$ cat config.mk
export PLATFORM = sky130hd
export DESIGN_NAME = input_debounce_bank
export DESIGN_NICKNAME = d
export VERILOG_FILES = /design/src/rtl/input_debounce_bank_pkg.sv /design/src/rtl/input_debounce_bank_channel.sv /design/src/rtl/input_debounce_bank.sv
export SDC_FILE = /design/constraint.sdc
export NUM_CORES = 1
export LEC_CHECK = 0
export ABC_AREA = 1
export BUFFER_PORTS_ARGS = -buffer_cell sky130_fd_sc_hd__buf_2
export CORE_MARGIN = 2
export CORE_UTILIZATION = 64
export DETAILED_ROUTE_END_ITERATION = 10
export PLACE_DENSITY = 0.87
export SLEW_MARGIN = 20
export SYNTH_ARGS = -nofsm -noshare
export SYNTH_HDL_FRONTEND = slang
export SYNTH_SLANG_ARGS = --single-unit
export TNS_END_PERCENT = 100
$ cat constraint.sdc
create_clock -name clk -period 22.3 [get_ports clk]
set_input_delay 5.575 -clock clk [delete_from_list [all_inputs] [get_ports clk]]
set_output_delay 5.575 -clock clk [all_outputs]
set_load 0.005 [all_outputs]
$ cat src/rtl/input_debounce_bank_pkg.sv
// Shared definitions for the front-panel input conditioning bank.
// Channel map, default debounce window and the state encodings.
package input_debounce_bank_pkg;

    localparam int CH_START = 0;
    localparam int CH_RESET = 1;
    localparam int CH_SW0   = 2;

    // 10 ms at 50 MHz; the counter width must hold this value.
    localparam int DEFAULT_DB_CYCLES = 500_000;
    localparam int DEFAULT_CNT_W     = 19;

    typedef enum logic {
        PRIME = 1'b0,
        RUN   = 1'b1
    } bank_state_e;

    typedef enum logic {
        STABLE  = 1'b0,
        PENDING = 1'b1
    } ch_state_e;

endpackage

$ cat src/rtl/input_debounce_bank_channel.sv
// One input channel: two-flop synchroniser, stability counter and the
// STABLE/PENDING acceptance machine, plus the silent power-up priming.
module debounce_channel
    import input_debounce_bank_pkg::*;
#(
    parameter int DB_CYCLES = DEFAULT_DB_CYCLES,
    parameter int CNT_W     = DEFAULT_CNT_W
) (
    input  logic clk,
    input  logic reset_signal,
    input  logic raw_i,
    input  logic run_i,
    output logic level_o,
    output logic rise_o,
    output logic fall_o,
    output logic primed_o
);

    // Acceptance happens on the cycle the count would reach DB_CYCLES,
    // so the stored count tops out at DB_CYCLES - 1 (assumes DB_CYCLES >= 2).
    localparam logic [CNT_W-1:0] CNT_LAST = CNT_W'(DB_CYCLES - 1);
    localparam logic [CNT_W-1:0] CNT_ONE  = CNT_W'(1);
    localparam logic [CNT_W-1:0] CNT_ZERO = '0;

    logic [1:0]       sync_q;
    logic             prev_q;
    logic [CNT_W-1:0] cnt_q,    cnt_d;
    ch_state_e        state_q,  state_d;
    logic             level_q,  level_d;
    logic             rise_q,   rise_d;
    logic             fall_q,   fall_d;
    logic             primed_q, primed_d;
    logic             syncLevel;

    assign syncLevel = sync_q[1];

    always_ff @(posedge clk or posedge reset_signal) begin
        if (reset_signal) begin
            sync_q <= 2'b00;
            prev_q <= 1'b0;
        end else begin
            sync_q <= {sync_q[0], raw_i};
            prev_q <= sync_q[1];
        end
    end

    always_ff @(posedge clk or posedge reset_signal) begin
        if (reset_signal) begin
            state_q  <= STABLE;
            cnt_q    <= CNT_ZERO;
            level_q  <= 1'b0;
            rise_q   <= 1'b0;
            fall_q   <= 1'b0;
            primed_q <= 1'b0;
        end else begin
            state_q  <= state_d;
            cnt_q    <= cnt_d;
            level_q  <= level_d;
            rise_q   <= rise_d;
            fall_q   <= fall_d;
            primed_q <= primed_d;
        end
    end

    always_comb begin
        state_d  = state_q;
        cnt_d    = cnt_q;
        level_d  = level_q;
        rise_d   = 1'b0;
        fall_d   = 1'b0;
        primed_d = primed_q;

        if (!run_i) begin
            // Priming: learn the settled pin level without emitting edges.
            state_d = STABLE;
            if (primed_q) begin
                cnt_d = CNT_ZERO;
            end else if (syncLevel != prev_q) begin
                cnt_d = CNT_ONE;
            end else if (cnt_q == CNT_LAST) begin
                level_d  = syncLevel;
                primed_d = 1'b1;
                cnt_d    = CNT_ZERO;
            end else begin
                cnt_d = cnt_q + CNT_ONE;
            end
        end else begin
            case (state_q)
                STABLE: begin
                    cnt_d = CNT_ZERO;
                    if (syncLevel != level_q) begin
                        state_d = PENDING;
                        cnt_d   = CNT_ONE;
                    end
                end
                PENDING: begin
                    if (syncLevel == level_q) begin
                        state_d = STABLE;
                        cnt_d   = CNT_ZERO;
                    end else if (cnt_q == CNT_LAST) begin
                        state_d = STABLE;
                        cnt_d   = CNT_ZERO;
                        level_d = syncLevel;
                        rise_d  = syncLevel;
                        fall_d  = ~syncLevel;
                    end else begin
                        cnt_d = cnt_q + CNT_ONE;
                    end
                end
                default: begin
                    state_d = STABLE;
                    cnt_d   = CNT_ZERO;
                end
            endcase
        end
    end

    assign level_o  = level_q;
    assign rise_o   = rise_q;
    assign fall_o   = fall_q;
    assign primed_o = primed_q;

endmodule

$ cat src/rtl/input_debounce_bank.sv
// Debounce bank for the front-panel pins: per-channel conditioning plus the
// global PRIME/RUN sequencing that gates edge reporting until all levels settle.
module input_debounce_bank
    import input_debounce_bank_pkg::*;
#(
    parameter int N_CH      = 9,
    parameter int DB_CYCLES = DEFAULT_DB_CYCLES,
    parameter int CNT_W     = DEFAULT_CNT_W
) (
    input  logic            clk,
    input  logic            reset_signal,
    input  logic [N_CH-1:0] raw_in_i,
    output logic [N_CH-1:0] level_o,
    output logic [N_CH-1:0] rise_o,
    output logic [N_CH-1:0] fall_o,
    output logic [N_CH-1:0] change_o,
    output logic            any_change_o,
    output logic            ready_o
);

    bank_state_e     state_q, state_d;
    logic [N_CH-1:0] primedVec;
    logic            runMode;

    assign runMode = (state_q == RUN);

    for (genvar g = 0; g < N_CH; g++) begin : gen_ch
        debounce_channel #(
            .DB_CYCLES (DB_CYCLES),
            .CNT_W     (CNT_W)
        ) u_ch (
            .clk          (clk),
            .reset_signal (reset_signal),
            .raw_i        (raw_in_i[g]),
            .run_i        (runMode),
            .level_o      (level_o[g]),
            .rise_o       (rise_o[g]),
            .fall_o       (fall_o[g]),
            .primed_o     (primedVec[g])
        );
    end

    always_ff @(posedge clk or posedge reset_signal) begin
        if (reset_signal) begin
            state_q <= PRIME;
        end else begin
            state_q <= state_d;
        end
    end

    // Leave priming only once every channel has latched its settled level.
    always_comb begin
        state_d = state_q;
        case (state_q)
            PRIME:   if (&primedVec) state_d = RUN;
            RUN:     state_d = RUN;
            default: state_d = PRIME;
        endcase
    end

    assign change_o     = rise_o | fall_o;
    assign any_change_o = |change_o;
    assign ready_o      = runMode;

endmodule

* After elaboration in Yosys (flattened, before gate mapping) *
Cells that the tools add are included.

cells by class
  add/subtract/negate cells = 9
  multiply operators = 0
  div/mod/pow operators = 0
  magnitude comparators = 0
  equality and inequality tests = 72
  shift-type cells = 0
  muxes and demuxes = 263
  bitwise logic cells = 20
  reductions and logical operators = 11

operators by type and width
  operator                                       count
  two-way mux 19 bit                             45
  one-hot mux 19 bit (2 select lines)            9
  two-way mux 1 bit                              199
  adder 19 x 1 -> 19 bit, second input constant  9
  == test 19 bit, second input constant          9
  != test 2 bit, second input constant           27
  AND reduction 4 bit                            9
  one-hot mux 1 bit (2 select lines)             10
  NOT 1 bit                                      19
  != test 1 bit                                  18
  != test 2 x 1 -> 1 bit, second input constant  9
  == test 1 bit                                  9
  bitwise OR 9 bit                               1
  AND reduction 9 bit                            1
  OR reduction 9 bit                             1

storage, ports and cells
  register bits = 244
  latch bits = 0
  RAM bits = 0
  bits in read-only memories = 0
  input port bits = 11
  memories kept = 0

* Depth between registers and ports, before layout *
Gate-level depths: netlist of run 1.

  word-level depth = 5
  mapped depth = 10

* By module *
Synthesis of run 1 repeated with hierarchy kept, for this count alone.

unflattened totals
  cell total of the unflattened synthesis = 1656
  area, all modules = 13205.2 µm²

by module, submodules not included
  module                                  instances  cells an instance  area an instance (µm²)  sequential area each (µm²)
  debounce_channel at gen_ch[0].u_ch ...  7          179                1446.4                  675.6
  debounce_channel at gen_ch[7].u_ch      1          180                1482.7                  675.6
  debounce_channel at gen_ch[8].u_ch      1          190                1430.1                  675.6
  input_debounce_bank                     1          33                 167.7                   25.0

* Least setup slack after synthesis of run 1 *
Ideal clock, no wire load.

  kind = flip-flop to output port
  from = reg gen_ch[4].u_ch.fall_q
  to = out any_change_o
  data arrival time = 1.025 ns
  data required time = 16.725 ns
  setup slack = 15.700 ns
  cell stages (with the launch flop) = 4
  path buffers = 0
  cells stage by stage = dfrtp_1 > or2_2 > nor4_1 > nand3_1

between the ends
  cells in the longest elaborated chain, start to end = 2

RTL lines
  item                    line                               text
  start, declared         input_debounce_bank_channel.sv:31  logic fall_q, fall_d;
  start signal, assigned  input_debounce_bank_channel.sv:60  fall_q <= fall_d;
  bitwise OR 9 bit        input_debounce_bank.sv:61          assign change_o = rise_o | fall_o;
  net change_o[4]         input_debounce_bank.sv:16          output logic [N_CH-1:0] change_o,
  OR reduction 9 bit      input_debounce_bank.sv:62          assign any_change_o = |change_o;
  end, declared           input_debounce_bank.sv:17          output logic any_change_o,

The timed path passes the listed nets, and every way through them passes these cells.

* Worst setup path in the final report of run 1 *
  from = reg gen_ch[0].u_ch.fall_q
  to = out any_change_o

between the ends
  cells in the longest elaborated chain, start to end = 2

RTL lines
  item                    line
  start, declared         input_debounce_bank_channel.sv:31
  start signal, assigned  input_debounce_bank_channel.sv:60
  bitwise OR 9 bit        input_debounce_bank.sv:61
  OR reduction 9 bit      input_debounce_bank.sv:62

No other way between the ends.

==> out/summary.txt, run 1 <==
CTS max path bufs = 3
Min-delay src = gen_ch[8].u_ch.sync_q[0]
Post-Syn Area = 0.0127 mm^2
Post-route minimum period = 7640 ps
RSZ-0062 raised after global routing = false
Starting density of the core = 65.2%
Layout area overhead = 9.31%
Vias = 10670
RR Endpoint = gen_ch[1].u_ch.cnt_q[2]
Number of clock sinks = 244
Clock skew = 22.0 ps
Placed cell areas = 0.0131 mm^2
Rows = 51
Clk Latency, worst-skew pair = 540 ps
Top cells by area, synth = dfrtp_1 (48%), nor2_1 (11%), nand2_1 (11%)
HPWL after DPL = 18700 um
Main synth FF type = dfrtp_1
Number of synthesized flops with an enable pin = 0
Final TNS setup = 0 ps
Total power draw = 0.000963 W
Async S/R FF share, synth = 100%
Yosys top cell by area = dfrtp_1
Slowest cell on crit path = nor3_1
Largest net degree at the start of global routing = 97
Initial antenna violation count = 0
Num ports = 49
Total grt overflow = 0
CP bufs+invs = 1
Fin. Hold Viols = 0
Sequential share of the synthesized area = 47.9%
Critical Path Start Type = flop
Share of layout cells above drive strength 1 = 8.57%
Critical path, cell by cell = or2_2 > nor3_1 > nand3_1 > buf_2
Global route hottest layer = met2
Vias in the first global route = 10318
Die X-Extent = 145 um
Critical Path Sink Type = output port
Mapped Nets = 1676
Flops & latches, synth = 244
CTS root buf = clkbuf_16
Hold buffers post-CTS = 0
Share of the synthesized area in the top cell type = 47.9%
Vias per inst = 5.39
Crit-path max FO = 2
Worst endpoint required time = 16730 ps
H-Tree Depth = 1
Fmax = 131 MHz
Max cap viols = 0
Drt pass-1 iters = 6
CTS-repair resized insts = 0
Die area = 0.0210 mm^2
Cell variety after synth = 41
Antenna-violating nets left = 0
Critical R2R Launch = ready_o
DRC viols = 0
DR WL/cell = 13.9 um
Syn Inst Count = 1656
Worst setup path class = flop to output port
Slew HR = 38.4%
GP Congestion = 0.911
Cells on worst reg2reg path = 6
Met3 Track Usage GR = 3.90%
Final setup fails = 0
Delay-heaviest family, CP = simple AND/OR/NAND/NOR gates
WL final = 27600 um
VDD IR max = 69.1 uV
GRT met2 Usage = 44.2%
CTS tree = built
Critical Path Source = gen_ch[0].u_ch.fall_o
Ys Warns = 0
Clock transition at path regs = 60 ps
Core Box Area = 0.0195 mm^2
Pleak = 6.40 nW
Post-CTS Setup Bufs = 0
N_diodes = 0
Nets = 1717
CTS Buf Count = 26
Pwr dens = 69.1 mW/mm^2
R2R Setup Slk = 20170 ps
All-Layer GR Usage = 26.5%
Crit path largest cell delay = 420 ps
Least-Margin Pin Slew = 924 ps
Final Cycle Share = 34.3%
Outcome = finished, final reports clean
Number of cells on the critical path = 4
Worst hold path class = flop to flop
Met1 Use GR = 35.5%
Setup crit end = any_change_o
First-pass GRT wire length = 47100 um
Die height = 145 um
CP Data Arrival Time = 2060 ps
Avg Synthesized Cell Area = 7.69 um^2
DRT iter0 DRCs = 811
PortBufs = 48
Max Slew Vio Count = 0
Final instance area = 0.0139 mm^2
-- routing by layer --
layer | up-vias | wire [um]
li1 | 5242 | -
met3 | 80 | 1590
met2 | 365 | 13300
met5 | - | 0
met1 | 4983 | 11700
met4 | 0 | 954
-- metrics by stage --
stage,worst slack (ps),cells,util [%],hold slack (ps)
3_5_place_dp,14240,1934,66.9,335
4_1_cts,14640,1980,71.3,349
2_1_floorplan,10020,1656,-,331
6_report,14660,1980,71.3,347
5_1_grt,14470,1980,71.3,360
3_3_place_gp,14260,1934,66.9,335
-- worst min path at each step --
stage | endpoint | depth (start not counted)
2_1_floorplan | gen_ch[0].u_ch.sync_q[1] | 0
3_3_place_gp | gen_ch[8].u_ch.sync_q[1] | 0
3_5_place_dp | gen_ch[8].u_ch.sync_q[1] | 0
4_1_cts | gen_ch[8].u_ch.sync_q[1] | 0
5_1_grt | gen_ch[8].u_ch.sync_q[1] | 0
6_report | gen_ch[8].u_ch.sync_q[1] | 0
-- worst reg2reg max path: stages (launching register included) --
cell and delay (ps):
dfrtp_1 380, buf_4 240, inv_1 560, nand3_1 180
nand2_1 160, nand2_2 240, nor3b_1 280
-- synthesized netlist by cell type, drive strengths merged, types with 2 or more instances --
cell	number
nand4	40
o21ai	21
nor3	59
o21a	2
ha	9
nor4	3
xnor2	26
and2	2
a21oi	19
a31oi	5
o21bai	8
nor3b	21
dfrtp	244
nand3	94
inv	186
xor2	51
buf	37
or2	13
nor2	411
nand2	390
nand3b	8
-- registers in the layout, indices dropped and copies added, names as in the netlist --
name / count
gen_ch.u_ch.level_o: 9
gen_ch.u_ch.prev_q: 9
gen_ch.u_ch.fall_o: 9
gen_ch.u_ch.cnt_q: 171
ready_o: 1
gen_ch.u_ch.sync_q: 18
gen_ch.u_ch.state_q: 9
gen_ch.u_ch.rise_o: 9
gen_ch.u_ch.primed_o: 9
-- report_power, final --
group,internal (W),leakage [nW],switching (W),total [W]
registers,0.000456,3.30,0.0000129,0.000469
logic,0.0000185,2.67,0.0000428,0.0000613
clock network,0.000258,0.425,0.000175,0.000432
-- cells in the final DEF (no fill, tap or decap), drive strengths merged, types with 2 or more instances in the layout --
cell    instances
nand4          40
or2            13
dfrtp         244
a31oi           5
nand2         390
nand3b          8
clkinv          6
nor2          411
o21ai          21
nor3           59
ha              9
nor3b          21
nor4            3
o21bai          8
xnor2          26
inv           186
nand3          94
buf            51
bufinv          2
clkbuf         37
a21oi          19
o21a            2
and2            2
xor2           51
-- final cells by class --
| class | instances | area, um^2 |
|---|---|---|
| fillers | 1487 | 5600 |
| clock buffers | 37 | 752 |
| clock inverters | 9 | 113 |
| well taps | 265 | 332 |
| flip-flops and latches | 244 | 6110 |
| repair buffers | 51 | 263 |
| multi-input cells | 1188 | 5650 |
| inverters | 186 | 706 |
-- logic make-up after synthesis --
group,share of synthesized area (%)
AO/OA/AOI/OAI,2.92
adder cells (fa/ha/maj),0.884
flip-flops,47.9
buffers and inverters,7.68
XOR/XNOR,5.29
AND/OR/NAND/NOR,35.3
(Power assumes the default switching activity.)
==> run 2, diff against run 1 <==
- CORE_UTILIZATION: 64 -> 56
- PLACE_DENSITY: 0.87 -> 0.81
- clock period: 22.3 -> 6.2 ns (I/O delays scaled with it)
==> run 2 against run 1 <==
Effect of this change: clock skew fell by 16 ps; combinational power rose to 3.5 times the previous value; core utilization down 9.1 points; critical path depth unchanged; final cell count increased by 1.2%; count of clock-buffer cells in the layout is 1 lower; cell area is 0.57% higher; largest power group unchanged.
==> out/summary.txt, run 2 (same netlist as run 1, synthesis figures left out) <==
CTS tree = built
Placed Cells = 1954 (+1.0%)
Vias in the first global route = 9933 (-3.7%)
RSZ-0062 raised after global routing = false
Critical Path Sink Type = output port
First-pass GRT wire length = 44400 um (-5.8%)
Fin. Hold Viols = 0 (unchanged)
Initial antenna violation count = 2 (+2)
Outcome = finished, final reports clean
Post-CTS Setup Bufs = 0 (unchanged)
CTS max path bufs = 3 (unchanged)
CTS-repair resized insts = 0 (unchanged)
VDD IR max = 255 uV (+270%)
Commonest non-fill, non-tap cell in the layout = nor2_1
Drt pass-1 iters = 6 (unchanged)
Worst endpoint required time = 4650 ps (-12080 ps)
Number of clock sinks = 244 (unchanged)
Final hold slack = 349 ps (+1.55 ps)
Num ports = 49 (unchanged)
Final setup fails = 0 (unchanged)
H-Tree Depth = 1 (unchanged)
GP Congestion = 0.903 (-0.90%)
Critical path, cell by cell = or2_2 > nor3_1 > nand3_1 > buf_2
Worst setup path class = flop to output port
Clock transition at path regs = 60 ps (about the same)
DR WL/cell = 13.1 um (-6.1%)
Largest Register = gen_ch.u_ch.cnt_q
Slew HR = 44.1% (+5.7 points)
Vias per inst = 5.26 (-2.4%)
Antenna-violating nets left = 0 (unchanged)
Layout area overhead = 9.93%
Final TNS setup = 0 ps (unchanged)
DRC viols = 0 (unchanged)
CP Data Arrival Time = 2190 ps (+130 ps)
Post-route minimum period = 3740 ps
Max cap viols = 0 (unchanged)
Largest net degree at the start of global routing = 158 (+63%)
Crit-path max FO = 2 (unchanged)
Rows = 55 (+7.8%)
Nets = 1718 (+0.058%)
Final cell count without fillers = 2003 (+1.2%)
Hold buffers post-CTS = 0 (unchanged)
Max Slew Vio Count = 0 (unchanged)
Final Cycle Share = 60.3%
Slowest cell on crit path = nor3_1
Share of layout cells above drive strength 1 = 8.79% (+0.22 points)
Clk Latency, worst-skew pair = 530 ps (about the same)
DRT iter0 DRCs = 669 (-18%)
Starting density of the core = 56.6% (-8.6 points)
Critical Path Start Type = flop
HPWL after DPL = 18300 um (-2.3%)
Vias = 10538 (-1.2%)
Crit path largest cell delay = 460 ps (+40 ps)
Total power draw = 0.00352 W (+270%)
Core Box Area = 0.0225 mm^2 (+15%)
Die height = 155 um (+6.7%)
Max reg flops = 171 (unchanged)
Worst hold path class = flop to flop
Total grt overflow = 0 (unchanged)
Die area = 0.0240 mm^2 (+14%)
Top flop regs = gen_ch.u_ch.cnt_q (171), gen_ch.u_ch.sync_q (18)
All-Layer GR Usage = 22.1% (-4.4 points)
Fmax = 267 MHz
CTS root buf = clkbuf_16
PortBufs = 48 (unchanged)
Clock skew = 5.77 ps (-16.3 ps)
Pleak = 6.42 nW (+0.43%)
WL final = 26200 um (-5.0%)
CTS Buf Count = 27 (+3.8%)
Least-Margin Pin Slew = 839 ps (-84.8 ps)
Pwr dens = 251 mW/mm^2 (+260%)
Die X-Extent = 155 um (+6.7%)
Most frequent cells in the layout = nor2_1 (390), nand2_1 (384), dfrtp_1 (244)
run 2: layer usage:
metal / share of wire, % / GRT usage, % / routed length (um) / up-vias
met3: 4.8 / 3.42 / 1250 / 53
met5: 0.050 / 0 / 13 / -
met1: 45 / 29.7 / 11900 / 4981
met4: 2.3 / 6.44 / 613 / 2
li1: - / - / - / 5262
met2: 47 / 37.4 / 12400 / 240
run 2: area by class of cell:
type                            instances  area, um^2
Clock buffer                           36         769
Fill cell                            1883        8500
Multi-Input combinational cell       1188        5650
Antenna cell                            1        2.50
Timing Repair Buffer                   51         275
Inverter                              186         702
Sequential cell                       244        6110
Tap cell                              285         357
Clock inverter                         12         138
run 2: power by group:
part	switching [W]	total, W	internal, W
clock network	0.000629	0.00162	0.000989
logic	0.000148	0.000214	0.0000667
registers	0.0000422	0.00168	0.00164
run 2: metrics by stage:
| step | utilization (%) | worst slack (ps) | cell area, um^2 |
|---|---|---|---|
| 2_1_floorplan | - | 1450 | 12700 |
| 3_3_place_gp | 58.2 | 3080 | 13100 |
| 3_5_place_dp | 58.2 | 3040 | 13100 |
| 4_1_cts | 62.2 | 2480 | 14000 |
| 5_1_grt | 62.2 | 2430 | 14000 |
| 6_report | 62.2 | 2460 | 14000 |
run 2: path summary, 6_finish.rpt:
| kind | from | end | slack, ps | cells past startpoint |
|---|---|---|---|---|
| worst min register to register | gen_ch[1].u_ch.sync_q[0] | gen_ch[1].u_ch.sync_q[1] | 350 | 0 |
| worst min-delay path | gen_ch[1].u_ch.sync_q[0] | gen_ch[1].u_ch.sync_q[1] | 350 | 0 |
| min in group asynchronous | reset_signal | gen_ch[6].u_ch.cnt_q[14] | 1110 | 2 |
| worst max register to register | ready_o | gen_ch[7].u_ch.cnt_q[2] | 4170 | 6 |
| worst max-delay path | gen_ch[0].u_ch.fall_o | any_change_o | 2460 | 4 |
| max in group asynchronous | reset_signal | gen_ch[7].u_ch.cnt_q[13] | 3860 | 3 |
run 2: worst max-delay path: cells and delay by family (launching register included):
kind | cells | cell delay (ps)
buffers and inverters | 1 | 190
DFF | 1 | 370
and+or+nand+nor | 3 | 1100
